===== config.mk =====
export PLATFORM = sky130hd
export DESIGN_NAME = output_fifo_drain
export DESIGN_NICKNAME = d
export VERILOG_FILES = /design/src/rtl/output_fifo_drain.sv
export SDC_FILE = /design/constraint.sdc
export NUM_CORES = 1
export LEC_CHECK = 0
export ABC_AREA = 1
export ABC_CLOCK_PERIOD_IN_PS = 1900
export CORE_MARGIN = 1
export CORE_UTILIZATION = 45
export CTS_CLUSTER_SIZE = 24
export DETAILED_ROUTE_END_ITERATION = 16
export PLACE_DENSITY = 0.91
export SKIP_LAST_GASP = 1
export SYNTH_ARGS = -nofsm -noshare
export SYNTH_HDL_FRONTEND = slang
export SYNTH_SLANG_ARGS = --single-unit

===== constraint.sdc =====
create_clock -name clk -period 1.9 [get_ports clk]
set_input_delay 0.19 -clock clk [delete_from_list [all_inputs] [get_ports clk]]
set_output_delay 0.19 -clock clk [all_outputs]
set_load 0.02 [all_outputs]

===== src/rtl/output_fifo_drain.sv =====
// output_fifo_drain: drains per-column output FIFOs row-major into a linear result memory
module output_fifo_drain #(
  parameter int DATA_SIZE  = 8,
  parameter int ARRAY_SIZE = 9,
  parameter int ROW_W      = 8,
  parameter int ADDR_W     = 10
) (
  input  logic                            clk,
  input  logic                            reset,
  input  logic                            start,
  input  logic [ROW_W-1:0]                num_rows,
  input  logic [ADDR_W-1:0]               base_addr,
  input  logic [ARRAY_SIZE-1:0]           fifo_empty,
  input  logic [DATA_SIZE*ARRAY_SIZE-1:0] fifo_data,
  output logic [ARRAY_SIZE-1:0]           fifo_r_en,
  output logic                            mem_we,
  output logic [ADDR_W-1:0]               mem_addr,
  output logic [DATA_SIZE-1:0]            mem_data,
  output logic                            busy,
  output logic                            done
);
  localparam int CW = $clog2(ARRAY_SIZE);
  localparam logic [CW-1:0] LAST_COL = CW'(ARRAY_SIZE - 1);
  typedef enum logic [1:0] {IDLE, REQ, CAP, DONE} state_t;
  state_t state_q, state_d;
  logic [CW-1:0] col_q, col_d;
  logic [ROW_W-1:0] row_q, row_d, rows_q, rows_d;
  logic [ADDR_W-1:0] addr_q, addr_d, mem_addr_q, mem_addr_d;
  logic [DATA_SIZE-1:0] mem_data_q, mem_data_d;
  logic mem_we_q, mem_we_d, done_q;
  assign mem_we   = mem_we_q;
  assign mem_addr = mem_addr_q;
  assign mem_data = mem_data_q;
  assign done     = done_q;
  assign busy     = state_q != IDLE;
  // Next-state logic: pop one column per REQ, write it out in CAP, walk columns then rows
  always_comb begin
    state_d    = state_q;
    col_d      = col_q;
    row_d      = row_q;
    rows_d     = rows_q;
    addr_d     = addr_q;
    fifo_r_en  = '0;
    mem_we_d   = 1'b0;
    mem_addr_d = mem_addr_q;
    mem_data_d = mem_data_q;
    unique case (state_q)
      IDLE: if (start) begin
        rows_d  = num_rows;
        addr_d  = base_addr;
        col_d   = '0;
        row_d   = '0;
        state_d = (num_rows == '0) ? DONE : REQ;
      end
      REQ: if (!fifo_empty[col_q]) begin
        fifo_r_en = {{(ARRAY_SIZE-1){1'b0}}, 1'b1} << col_q;
        state_d   = CAP;
      end
      CAP: begin
        mem_we_d   = 1'b1;
        mem_addr_d = addr_q;
        mem_data_d = fifo_data[col_q*DATA_SIZE +: DATA_SIZE];
        addr_d     = addr_q + ADDR_W'(1);
        col_d      = (col_q == LAST_COL) ? '0 : col_q + CW'(1);
        row_d      = (col_q == LAST_COL) ? row_q + ROW_W'(1) : row_q;
        state_d    = (col_q == LAST_COL && row_q == rows_q - ROW_W'(1)) ? DONE : REQ;
      end
      DONE: state_d = IDLE;
      default: state_d = IDLE;
    endcase
  end
  // State and registered memory-side outputs; reset aborts any drain in progress
  always_ff @(posedge clk) begin
    if (reset) begin
      state_q    <= IDLE;
      col_q      <= '0;
      row_q      <= '0;
      rows_q     <= '0;
      addr_q     <= '0;
      mem_we_q   <= 1'b0;
      mem_addr_q <= '0;
      mem_data_q <= '0;
      done_q     <= 1'b0;
    end else begin
      state_q    <= state_d;
      col_q      <= col_d;
      row_q      <= row_d;
      rows_q     <= rows_d;
      addr_q     <= addr_d;
      mem_we_q   <= mem_we_d;
      mem_addr_q <= mem_addr_d;
      mem_data_q <= mem_data_d;
      done_q     <= state_q == DONE;
    end
  end
endmodule


After elaboration in Yosys (flattened, before gate mapping)

Index checks and enable logic that the tools add are counted.

Add/subtract/negate cells: 4
$lt $le $gt $ge: 1
Equality and inequality tests: 8
Shift operators: 2
Multiplexer cells: 18
Reduce and logical (&&, ||, !) cells: 9

Operator list:

| operator                                                             | number |
|---|---|
| 72-bit by 8-bit variable part select with 8-bit output               | 1 |
| 10-bit one-hot mux with 2 select lines                               | 1 |
| 9-bit two-way mux                                                    | 2 |
| 8-bit two-way mux                                                    | 2 |
| 8-bit one-hot mux with 2 select lines                                | 1 |
| 10-bit by 1-bit adder with 10-bit output, second input constant      | 1 |
| 10-bit two-way mux                                                   | 1 |
| 1-bit by 4-bit << shifter with 9-bit output, first input constant    | 1 |
| 8-bit by 1-bit adder with 8-bit output, second input constant        | 1 |
| 8-bit == test                                                        | 1 |
| 8-bit zero test                                                      | 1 |
| 2-bit two-way mux                                                    | 4 |
| 4-bit two-way mux                                                    | 2 |
| 2-bit one-hot mux with 4 select lines                                | 1 |
| 4-bit one-hot mux with 2 select lines                                | 1 |
| 8-bit by 1-bit subtractor with 8-bit output, second input constant   | 1 |
| 2-bit inequality test, second input constant                         | 3 |
| 2-bit AND reduction                                                  | 3 |
| 4-bit by 5-bit < comparator with 1-bit output, second input constant | 1 |
| 4-bit by 1-bit adder with 4-bit output, second input constant        | 1 |
| 1-bit binary-select mux with 4-bit select                            | 1 |
| 2-bit == test, second input constant                                 | 2 |
| 4-bit == test, second input constant                                 | 1 |
| 2-bit nonzero test                                                   | 2 |
| 5 further kinds                                                      | 6 |

Register bits after elaboration: 52
Input port bits: 102
Output and inout port bits: 30

Depth between registers and ports, before layout

Depth after elaboration: 5
Depth in mapped cells: 13
Depth with buffers taken out: 11

Worst setup path before layout

OpenSTA, ideal clock, no wires.

Path kind: register to register
From: reg col_q[0]
To: reg row_q[4]
Library setup time: 121 ps
Arrival: 1591 ps
Path slack: 188 ps
Cell stages (with the launch flop): 12
Period minus slack after synthesis: 1712 ps
Cells stage by stage: dfxtp_1 > buf_6 > inv_2 > buf_4 > ha_1 > nand3_1 > nand2_2 > nand2_4 > nor3_4 > nand2_1 > o21ai_0 > a21oi_1

Longest elaborated chain between the ends: 3

RTL lines:

| element                                | line | RTL |
|---|---|---|
| start: declaration                     | 26   | `logic [CW-1:0] col_q, col_d;` |
| start signal: assignment               | 86   | `col_q <= col_d;` |
| 4-bit == test                          | 65   | `row_d = (col_q == LAST_COL) ? row_q + ROW_W'(1) : row_q;` |
| 2-bit inequality test (no source line) | --   |  |
| 3-bit AND reduction (no source line)   | --   |  |
| end signal: assignment                 | 87   | `row_q <= row_d;` |
| end: declaration                       | 27   | `logic [ROW_W-1:0] row_q, row_d, rows_q, rows_d;` |

Every way passes these cells.
A chain may end at the register's enable or synchronous reset.

Worst setup path in the final report

From: reg col_q[0]
To: out fifo_r_en[6]

Longest elaborated chain between the ends: 4
Elaborated cells on any way between the ends: 5
Classes of those cells: shift: 1; mux: 4

RTL lines:

| element                                   | line | RTL |
|---|---|---|
| 1-bit binary-select mux with 4-bit select | 55   | `REQ: if (!fifo_empty[col_q]) begin` |
| 1-bit two-way mux (not written as such)   | 55   |  |
| 9-bit two-way mux *                       | 55   |  |
| 9-bit two-way mux *                       | 47   | `unique case (state_q)` |
| end: declaration                          | 15   | `output logic [ARRAY_SIZE-1:0] fifo_r_en,` |

Every way passes the cells marked *; elsewhere a longest branch is shown, timed or not. The select of a mux whose other input is x is not followed.

==> impl_results.rst <==
.. list-table::
   :header-rows: 1

   * - Metric
     - Value
   * - Worst setup timing slack at the placement stage
     - -0.286 ns
   * - Maximum fanout along the worst path
     - 6
   * - Compound-gate portion of the synthesized area
     - 22.6%
   * - Final Cycle Share
     - 97.8%
   * - Instance area at placement
     - 4860 sq um
   * - Pleak
     - 2.13 nW
   * - Nature of the critical path endpoint
     - output port
   * - Setup-failing EPs final
     - 0
   * - Share of the yosys chip area belonging to registers
     - 30.6%
   * - Leading cell type in the layout, fill and taps excluded
     - sky130_fd_sc_hd__clkdlybuf4s50_1
   * - XOR/XNOR Fraction of Synth Area
     - 1.54%
   * - Post-Syn Nets
     - 641
   * - Largest net degree at the start of global routing
     - 33
   * - Number of warnings reported in the yosys synthesis log
     - 0
   * - VDD IR max
     - 0.377 mV
   * - Hold Violations, Final
     - 0
   * - Buffer depth of the longest clock path
     - 2
   * - Worst-case setup margin in the final layout
     - 0.0422 ns
   * - Final core occ
     - 68.4%
   * - Total congestion overflow
     - 0
   * - Fraction of synthesis flops using an asynchronous set or reset pin
     - 0%
   * - WP data arrival
     - 1.67 ns
   * - Number of max-slew violations in the final report
     - 0
   * - Required time reported for the critical path endpoint
     - 1.71 ns
   * - Distinct cell type count of the synthesized netlist
     - 38
   * - Clock-pin slew on the worst setup and hold paths
     - 0.09 ns
   * - Synth Area in Adders
     - 3.31%
   * - Final estimated routing congestion in global placement
     - 0.890
   * - Number of global-route vias before repair
     - 3777
   * - Layout cell share with drive strength beyond 1
     - 11.2%
   * - DRC violations left
     - 0
   * - Number of sinks on the clock net
     - 52
   * - Dominant combinational cell family by area after synthesis
     - simple AND/OR/NAND/NOR gates
   * - Total of flip-flops plus latches after synthesis
     - 52
   * - Prevailing post-synth register cell
     - sky130_fd_sc_hd__dfxtp_1
   * - Diode insertion count for antenna repair
     - 0
   * - Placeable core area
     - 7290 sq um
   * - Width of the chip
     - 89.0 um
   * - Maximum level of the CTS H-tree
     - 2
   * - DRC violation total after the first TritonRoute iteration
     - 268
   * - Worst-Margin Slew
     - 0.409 ns
   * - Via/cell ratio
     - 5.25
   * - Most used cells in the layout excluding fill and tap cells
     - 122 x sky130_fd_sc_hd__clkdlybuf4s50_1, 88 x sky130_fd_sc_hd__nor2_1, 79 x sky130_fd_sc_hd__nand2_1
   * - Worst rel slew slack
     - 72.5%
   * - Final Net Count
     - 778
   * - Wire length of the first global-routing pass
     - 17600 um
   * - Total non-filler cell area in the finished layout
     - 4990 sq um
   * - Synthesized instance count
     - 530
   * - Average cell area after synthesis
     - 6.42 sq um
   * - Final ANT Viol Nets
     - 0
   * - Unrepaired setup endpoints after global routing
     - true
   * - Final Total Pwr
     - 2.68 mW
   * - Die Outline Area
     - 7910 sq um
   * - Maximum clock skew at final layout
     - 0.00959 ns
   * - Growth of design area from synthesis to finish
     - 46.5%
   * - Pwr dens
     - 538 nW/um^2
   * - Initial core utilization
     - 46.7%
   * - Simple-Gate Fraction of Synth Area
     - 30.8%
   * - Min-Delay Path Class
     - input pin to register
   * - Count of standard-cell rows
     - 31
   * - Vias
     - 4023
   * - Filler cells
     - 648
   * - F_max
     - 538 MHz
   * - Antenna violations before repair
     - 0
   * - Share of synthesized area spent on multiplexers
     - 0%
   * - Number of max-cap violations
     - 0
   * - Number of buffers added on ports
     - 131
   * - IO Pins
     - 132
   * - Minimum clock period
     - 1.86 ns
   * - Cell Area, Synth
     - 3400 sq um
   * - HPWL reported at the end of detailed placement
     - 8770 um
   * - Clock tree from TritonCTS
     - yes
   * - Worst setup path class
     - register to output port
   * - Root buffer cell
     - sky130_fd_sc_hd__clkbuf_8
   * - Total length of routed wires
     - 11100 um
   * - Result of the run
     - complete, no violations
   * - Number of buffers added by the clock tree synthesis step
     - 5
   * - Startpoint type of the worst setup path
     - register
   * - Number of synthesized flops with an enable pin
     - 0
   * - Clock latency on the worst-skew pair
     - 0.30 ns
   * - Average routed wire per standard cell
     - 14.5 um
   * - Total global-route track usage
     - 28.6%
   * - Die height
     - 89.0 um
   * - Router iterations before antenna repair
     - 5
## worst paths after layout
path                              startpoint            to  slack [ns]  cells past startpoint
worst max register to register      col_q[0]      row_q[4]        0.14                     11
worst max-delay path                col_q[0]  fifo_r_en[6]        0.04                      9
worst min register to register   mem_addr[4]   mem_addr[4]        0.47                      2
worst min-delay path            base_addr[0]     addr_q[0]        0.47                      3
## synthesized netlist by cell type (6+ instances only)
cell | number | share of area, %
sky130_fd_sc_hd__o211ai_1 | 10 | 2.2
sky130_fd_sc_hd__nand3_1 | 35 | 5.1
sky130_fd_sc_hd__inv_1 | 54 | 6.0
sky130_fd_sc_hd__a21oi_1 | 37 | 5.4
sky130_fd_sc_hd__nor3_1 | 7 | 1.0
sky130_fd_sc_hd__o22ai_1 | 9 | 1.7
sky130_fd_sc_hd__o21ai_0 | 65 | 9.6
sky130_fd_sc_hd__nand2_1 | 82 | 9.0
sky130_fd_sc_hd__clkbuf_1 | 9 | 0.99
sky130_fd_sc_hd__inv_2 | 6 | 0.66
sky130_fd_sc_hd__dfxtp_1 | 52 | 31
sky130_fd_sc_hd__nor2_1 | 92 | 10
sky130_fd_sc_hd__buf_2 | 7 | 1.0
sky130_fd_sc_hd__ha_1 | 9 | 3.3
## layer usage
metal	vias up	track usage, %	part of all wire [%]
met5	-	0	0
met2	126	49.4	49
met1	1837	36.0	42
li1	2031	-	-
met4	0	11.7	3.2
met3	29	4.25	4.9
## state kept, by name, summed over array words and instances, names as in the netlist
register  flops
addr_q       10
mem_addr     10
mem_data      8
row_q         8
rows_q        8
col_q         4
state_q       2
done          1
mem_we        1
## worst max-delay path, stage by stage (launching register included)
cell and delay [ns]:
sky130_fd_sc_hd__dfxtp_4 0.38, sky130_fd_sc_hd__buf_4 0.15, sky130_fd_sc_hd__o21ai_2 0.10, sky130_fd_sc_hd__nand2_1 0.07, sky130_fd_sc_hd__nand2_2 0.08, sky130_fd_sc_hd__nand3_4 0.09, sky130_fd_sc_hd__nor2_4 0.16, sky130_fd_sc_hd__nand2_2 0.09
sky130_fd_sc_hd__nor2_2 0.12, sky130_fd_sc_hd__buf_6 0.12
## through the flow
stage / TNS, ns / hold slack (ns) / instances
2_1_floorplan: 0 / 0.353 / 530
3_3_place_gp: -1.50 / 0.454 / 758
3_5_place_dp: -1.81 / 0.462 / 758
4_1_cts: 0 / 0.465 / 766
5_1_grt: -0.237 / 0.504 / 767
6_report: 0 / 0.467 / 767
## cell type report
type / instances / area (sq um) / area share (%)
Multi-Input combinational cell: 392 / 2020 / 40.5
Timing Repair Buffer: 156 / 1480 / 29.7
Sequential cell: 52 / 1050 / 21.0
Inverter: 60 / 225 / 4.52
Tap cell: 99 / 124 / 2.48
Clock buffer: 7 / 86.3 / 1.73
Clock inverter: 1 / 7.51 / 0.151
## report_power, final
group	internal [mW]	switching, mW
logic	0.402	0.400
registers	1.16	0.0601
clock network	0.297	0.365
total	1.86	0.826
## kinds of logic (layout without fill, tap and decap cells)
group,count (synthesis),count (layout)
DFF,52,52
and+or+nand+nor,238,238
AOI/OAI and AO/OA,139,139
adders and majority gates,9,9
buffers and inverters,86,224
xor gates and xnor gates,6,6
## timing repair
item,CTS,global route
hold buffers,0,0
gates cloned,0,0
endpoints found under the setup margin,9,13
gates resized for setup,34,27
setup buffers,0,1
pin swaps,0,7
Power figures use the tool's default switching activity.
